**src/rtl/ti_pkg.sv**
```systemverilog
// Shared constants, state encoding and the 4-step Galois LFSR update for the
// threshold-implementation nibble masker.
package ti_pkg;

  localparam int SHARE_W     = 4;
  localparam int NSHARES     = 2;
  localparam int LFSR_W_DFLT = 16;

  localparam logic [LFSR_W_DFLT-1:0] TAPS_DFLT = 16'hB400;
  localparam logic [LFSR_W_DFLT-1:0] SEED_DFLT = 16'hACE1;

  typedef enum logic {
    ST_UNSEEDED = 1'b0,
    ST_RUN      = 1'b1
  } ti_state_e;

  // Four right-shifting Galois steps, so every mask nibble is fresh LFSR output.
  function automatic logic [LFSR_W_DFLT-1:0] lfsr_step4(
    input logic [LFSR_W_DFLT-1:0] s,
    input logic [LFSR_W_DFLT-1:0] taps
  );
    logic [LFSR_W_DFLT-1:0] v;
    v = s;
    for (int i = 0; i < 4; i++) begin
      if (v[0]) v = (v >> 1) ^ taps;
      else      v = v >> 1;
    end
    return v;
  endfunction

endpackage

```
**src/rtl/ti_mask_lfsr.sv**
```systemverilog
// Mask generator: LFSR register with seed load taking priority over the
// per-accept advance; zero seeds are refused and flagged.
module ti_mask_lfsr
  import ti_pkg::*;
#(
  parameter int                LFSR_W       = LFSR_W_DFLT,
  parameter logic [LFSR_W-1:0] LFSR_TAPS    = TAPS_DFLT,
  parameter logic [LFSR_W-1:0] SEED_DEFAULT = SEED_DFLT
) (
  input  logic               clk,
  input  logic               rst,
  input  logic               load_i,
  input  logic [LFSR_W-1:0]  seed_i,
  input  logic               adv_i,
  output logic [SHARE_W-1:0] mask_o,
  output logic               seed_ok_o,
  output logic               zero_seed_o
);

  logic [LFSR_W-1:0] lfsr_q;
  logic [LFSR_W-1:0] lfsr_d;

  assign seed_ok_o   = load_i && (seed_i != '0);
  assign zero_seed_o = load_i && (seed_i == '0);
  assign mask_o      = lfsr_q[SHARE_W-1:0];

  always_comb begin
    lfsr_d = lfsr_q;
    if (seed_ok_o)  lfsr_d = seed_i;
    else if (adv_i) lfsr_d = lfsr_step4(lfsr_q, LFSR_TAPS);
  end

  always_ff @(posedge clk) begin
    if (rst) lfsr_q <= SEED_DEFAULT;
    else     lfsr_q <= lfsr_d;
  end

endmodule

```
**src/rtl/ti_nibble_masker.sv**
```systemverilog
// Turns plain nibbles into {share1, share0} = {r, x ^ r} with a one-entry
// output register and valid/ready handshakes on both sides.
module ti_nibble_masker
  import ti_pkg::*;
#(
  parameter int                LFSR_W       = LFSR_W_DFLT,
  parameter logic [LFSR_W-1:0] LFSR_TAPS    = TAPS_DFLT,
  parameter logic [LFSR_W-1:0] SEED_DEFAULT = SEED_DFLT
) (
  input  logic                       clk,
  input  logic                       rst,
  input  logic                       seed_valid,
  input  logic [LFSR_W-1:0]          seed_data,
  input  logic                       in_valid,
  input  logic [SHARE_W-1:0]         in_data,
  output logic                       in_ready,
  output logic                       out_valid,
  output logic [NSHARES*SHARE_W-1:0] out_data,
  input  logic                       out_ready,
  output logic                       err_zero_seed,
  output logic [15:0]                mask_count
);

  ti_state_e                  state_q, state_d;
  logic                       out_valid_q, out_valid_d;
  logic [NSHARES*SHARE_W-1:0] out_data_q, out_data_d;
  logic [15:0]                count_q, count_d;
  logic                       err_q, err_d;
  logic                       accept;
  logic                       seed_ok;
  logic                       zero_seed;
  logic [SHARE_W-1:0]         mask;

  ti_mask_lfsr #(
    .LFSR_W       (LFSR_W),
    .LFSR_TAPS    (LFSR_TAPS),
    .SEED_DEFAULT (SEED_DEFAULT)
  ) u_lfsr (
    .clk         (clk),
    .rst         (rst),
    .load_i      (seed_valid),
    .seed_i      (seed_data),
    .adv_i       (accept),
    .mask_o      (mask),
    .seed_ok_o   (seed_ok),
    .zero_seed_o (zero_seed)
  );

  // Refill is allowed in the same cycle the output register drains.
  assign in_ready = (state_q == ST_RUN) && (!out_valid_q || out_ready);
  assign accept   = in_valid && in_ready;

  always_comb begin
    state_d     = state_q;
    out_valid_d = out_valid_q;
    out_data_d  = out_data_q;
    count_d     = count_q;
    err_d       = zero_seed;
    if (state_q == ST_UNSEEDED && seed_ok) state_d = ST_RUN;
    if (accept) begin
      out_valid_d = 1'b1;
      out_data_d  = {mask, in_data ^ mask};
      if (count_q != 16'hFFFF) count_d = count_q + 16'd1;
    end else if (out_ready) begin
      out_valid_d = 1'b0;
    end
  end

  always_ff @(posedge clk) begin
    if (rst) begin
      state_q     <= ST_UNSEEDED;
      out_valid_q <= 1'b0;
      out_data_q  <= '0;
      count_q     <= '0;
      err_q       <= 1'b0;
    end else begin
      state_q     <= state_d;
      out_valid_q <= out_valid_d;
      out_data_q  <= out_data_d;
      count_q     <= count_d;
      err_q       <= err_d;
    end
  end

  assign out_valid     = out_valid_q;
  assign out_data      = out_data_q;
  assign mask_count    = count_q;
  assign err_zero_seed = err_q;

endmodule
```
**config.mk**
```make
export PLATFORM = sky130hd
export DESIGN_NAME = ti_nibble_masker
export DESIGN_NICKNAME = d
export VERILOG_FILES = /design/src/rtl/ti_pkg.sv /design/src/rtl/ti_mask_lfsr.sv /design/src/rtl/ti_nibble_masker.sv
export SDC_FILE = /design/constraint.sdc
export NUM_CORES = 1
export LEC_CHECK = 0
export ABC_AREA = 1
export BUFFER_PORTS_ARGS = -buffer_cell sky130_fd_sc_hd__buf_2
export CORE_UTILIZATION = 53
export CTS_CLUSTER_SIZE = 16
export DETAILED_ROUTE_END_ITERATION = 6
export PLACE_DENSITY_LB_ADDON = 0.12
export SYNTH_ARGS = -nofsm -noshare
export SYNTH_HDL_FRONTEND = slang
export SYNTH_SLANG_ARGS = --single-unit
```
**constraint.sdc**
```tcl
create_clock -name clk -period 1.69 [get_ports clk]
set_input_delay 0.338 -clock clk [delete_from_list [all_inputs] [get_ports clk]]
set_output_delay 0.338 -clock clk [all_outputs]
set_load 0.005 [all_outputs]
```
==> flow_summary.toml <==
[worst_setup_path]
r2r_slack_ps = 180
start_kind = "flip-flop"
cp-end-kind = "flip-flop"
worstPathMaxFanout = 18
crit_required_ps = 1930
arrival_ps = 1740
worstReg2RegEnd = "mask_count[10]$_SDFFE_PP0P_"
crit_path_cell_trace = "ha_2 > nand3_1 > inv_1 > nand3_1 > nand2_2 > nand2_4 > inv_6 > nand2_1 > a21oi_1"
worstSetupStartpoint = "mask_count[0]$_SDFFE_PP0P_"
cp_slowest_stage_delay_ps = 370
cpMostUsedCell = "nand3_1"
crit_type = "flip-flop to flip-flop"
crit_cells = 9
path_delay_family = "simple AND/OR/NAND/NOR gates"
worst_r2r_path_depth = 9
cp_num_buf_inv = 2
slowest_stage = "dfxtp_2"
rr_startpoint = "mask_count[0]$_SDFFE_PP0P_"
critPathCapture = "mask_count[10]$_SDFFE_PP0P_"

[timing]
fin_crit_sh_pct = 89.18
worst_hold_slack_ps = 284.5
max_freq_mhz = 663.5
hold_viol_final = 0
relSlewSlack_pct = 65.80
fin_worst_skew_ps = 10.18
grt_setup_unrepaired = "no"
period_needed_ps = 1507
drv_slew = 0
fin_setup_tns_ps = 0
setup_viol = 0
tightest_slew_ps = 512.4

[grt]
grt-ovfl-total = 0
track_usage_pct = 25.31
grt_pass1_wl_um = 8597
grt_max_degree = 41
antenna_found_initial = 0
grt_pass1_vias = 1997

[logic_synthesis]
yosys.area.top_type_share_pct = 38.12
yosys_most_used_dff = "dfxtp_1"
synth_area_um2 = 2258
synth-seq-cells = 43
ys_types = 21
yosysWarnings = 0
avgSynthCellArea_um2 = 6.623
synth.yosys.seq_area_share_pct = 38.12
synthCells = 341
synth_top_family_by_area = "simple AND/OR/NAND/NOR gates"
synth_most_common_cell = "nand2_1"
yosys.area_share.adder_pct = 0.5540
async_flop_share_pct = 0
synthTopCellsByArea = "dfxtp_1 38%, nand2_1 17%, nand3_1 8.2%"
synth-simple-area-share_pct = 38.78
yosys.area.top_type = "dfxtp_1"
synth_edf_count = 0
netlist_top_cells_count = "102 x nand2_1, 45 x nor2_1, 43 x dfxtp_1"
syn-num-nets = 367
synth-compound-area-share_pct = 9.307
synthMuxAreaShare_pct = 0
synthXorXnorAreaFrac_pct = 5.817

[power_and_ir_drop]
p_leak_nw = 1.304
power_density_nw_per_um2 = 786.3
vdd_ir_drop_max_uv = 450.9

[placed_design]
gp_congestion = 0.7546
portBuffers = 51
dpl.hpwl_um = 3674

[clocking]
numCtsBuffers = 5
htreeDepth = 2
clockBufferDepth = 2
cts_tree = "built"
path_clk_slew_ps = 90
clk_latency_ps = 310
cts.sinks = 43
root_buffer = "clkbuf_8"
cts_hold_buf = 0
cts_setup_buffers = 0

[detailed_routing]
drt_wl_total_um = 5170
topRoutingLayerUsed = "met4"
route.met2.wl_um = 2548
wl_per_cell_um = 11.54
postRouteAntennaNets = 0
vias = 2296
drt_iter0_drc = 104
dr_wl_met3_um = 172
dr.pass1.iters = 4
wl_met1_um = 2377
post_drt_via_cell_ratio = 5.125
drc = 0

[finish]
syn_to_final_growth_pct = 21.27
post-route-util_pct = 67.50
final_layout_size_suffix_gt1_share_pct = 21.61
antenna_cells = 0
finalNetCount = 423

[die]
initial_core_util_pct = 55.66
pin_count = 52
die_w_um = 67.28
rows = 23
die-height_um = 67.28
core_um2 = 4058
die_area_um2 = 4526

[worst_hold_path]
hp-class = "primary input to flip-flop"
min-delay-start = "seed_data[5]"
worstHoldPathCells = 3

[job]
maxCapViolations = 0

[status]
outcome = "finished, final reports clean"
## cell families (layout without fill, tap and decap cells)
| logic type | Yosys count | count (layout) |
|---|---|---|
| compound gates | 42 | 42 |
| flops | 43 | 43 |
| fa+ha+maj | 1 | 1 |
| buf+inv | 38 | 95 |
| simple gates | 202 | 202 |
| xor+xnor | 15 | 15 |
## cell type report
cell class / instances / area [µm²]
Fill cell: 389 / 1319
Multi-Input combinational cell: 260 / 1232
Sequential cell: 43 / 863.3
Timing Repair Buffer: 66 / 392.9
Clock buffer: 7 / 96.34
Inverter: 21 / 83.83
Tap cell: 50 / 62.56
Clock inverter: 1 / 7.507
## flip-flops by register name (all words and copies together), names as in the netlist
name	count
mask_count	16
u_lfsr.lfsr_q	16
state_q	1
err_zero_seed	1
out_data	8
out_valid	1
## power by group
group          leakage, nW  internal, W  switching [W]  total [W]
Clock               0.0505     0.000372       0.000368   0.000740
Combinational        0.900     0.000136       0.000176   0.000311
Sequential           0.353      0.00106      0.0000414    0.00110
Total                 1.30      0.00157       0.000585    0.00215
## layout by cell type, fill, tap and decap left out
cell type | synthesis | layout
xnor2_1 | 9 | 9
a21oi_1 | 27 | 27
buf_4 | 2 | 13
dfxtp_1 | 43 | 41
inv_2 | 3 | 2
clkinvlp_4 | 0 | 1
nand3_1 | 37 | 37
nand3b_1 | 9 | 9
nor3_4 | 1 | 1
nand4_1 | 3 | 3
nand2_1 | 102 | 102
inv_6 | 0 | 1
or2_2 | 2 | 2
xor2_1 | 6 | 6
clkbuf_8 | 0 | 7
nand2_4 | 1 | 1
buf_12 | 0 | 2
o21ai_0 | 15 | 15
nor2_1 | 45 | 45
dfxtp_2 | 0 | 2
buf_2 | 8 | 51
ha_2 | 0 | 1
nand2_2 | 2 | 2
inv_1 | 18 | 18
## worst reg2reg max path, delay by kind of cell (launching register included)
kind | cells | cell delay [ps]
AOI/OAI and AO/OA | 1 | 130
adders and majority gates | 1 | 210
buffers and inverters | 2 | 220
DFF | 1 | 370
and+or+nand+nor | 5 | 520
## per-layer routing
layer | global-route usage [%] | up-vias
li1 | - | 1210
met1 | 30.03 | 1034
met2 | 44.00 | 45
met3 | 5.912 | 7
met4 | 9.309 | 0
met5 | 0 | -
## worst min-delay path by stage
stage / end / slack (ps)
final: u_lfsr.lfsr_q[5]$_SDFFE_PP1P_ / 280
after global placement: out_data[7]$_SDFFE_PP0P_ / 450
after detailed placement: out_data[6]$_SDFFE_PP0P_ / 450
after floorplan: out_data[5]$_SDFFE_PP0P_ / 410
after global routing: u_lfsr.lfsr_q[13]$_SDFFE_PP1P_ / 300
after CTS: u_lfsr.lfsr_q[5]$_SDFFE_PP1P_ / 280
## per-stage QoR
step / setup slack [ps] / instances / cell area [µm²] / total power (W)
detailed placement: 111.6 / 440 / 2625 / 0.001431
finish: 182.9 / 448 / 2739 / 0.002154
floorplan: 228.3 / 341 / 2258 / 0.001327
global placement: 156.9 / 440 / 2625 / 0.001423
global route: 5.639 / 448 / 2739 / 0.002257
CTS: 79.63 / 448 / 2729 / 0.002163
## repair_timing
action,in CTS,in global routing
resized for setup,0,5
endpoints found under the hold margin,0,0
setup endpoints to repair,0,13
(Power assumes the default switching activity.)
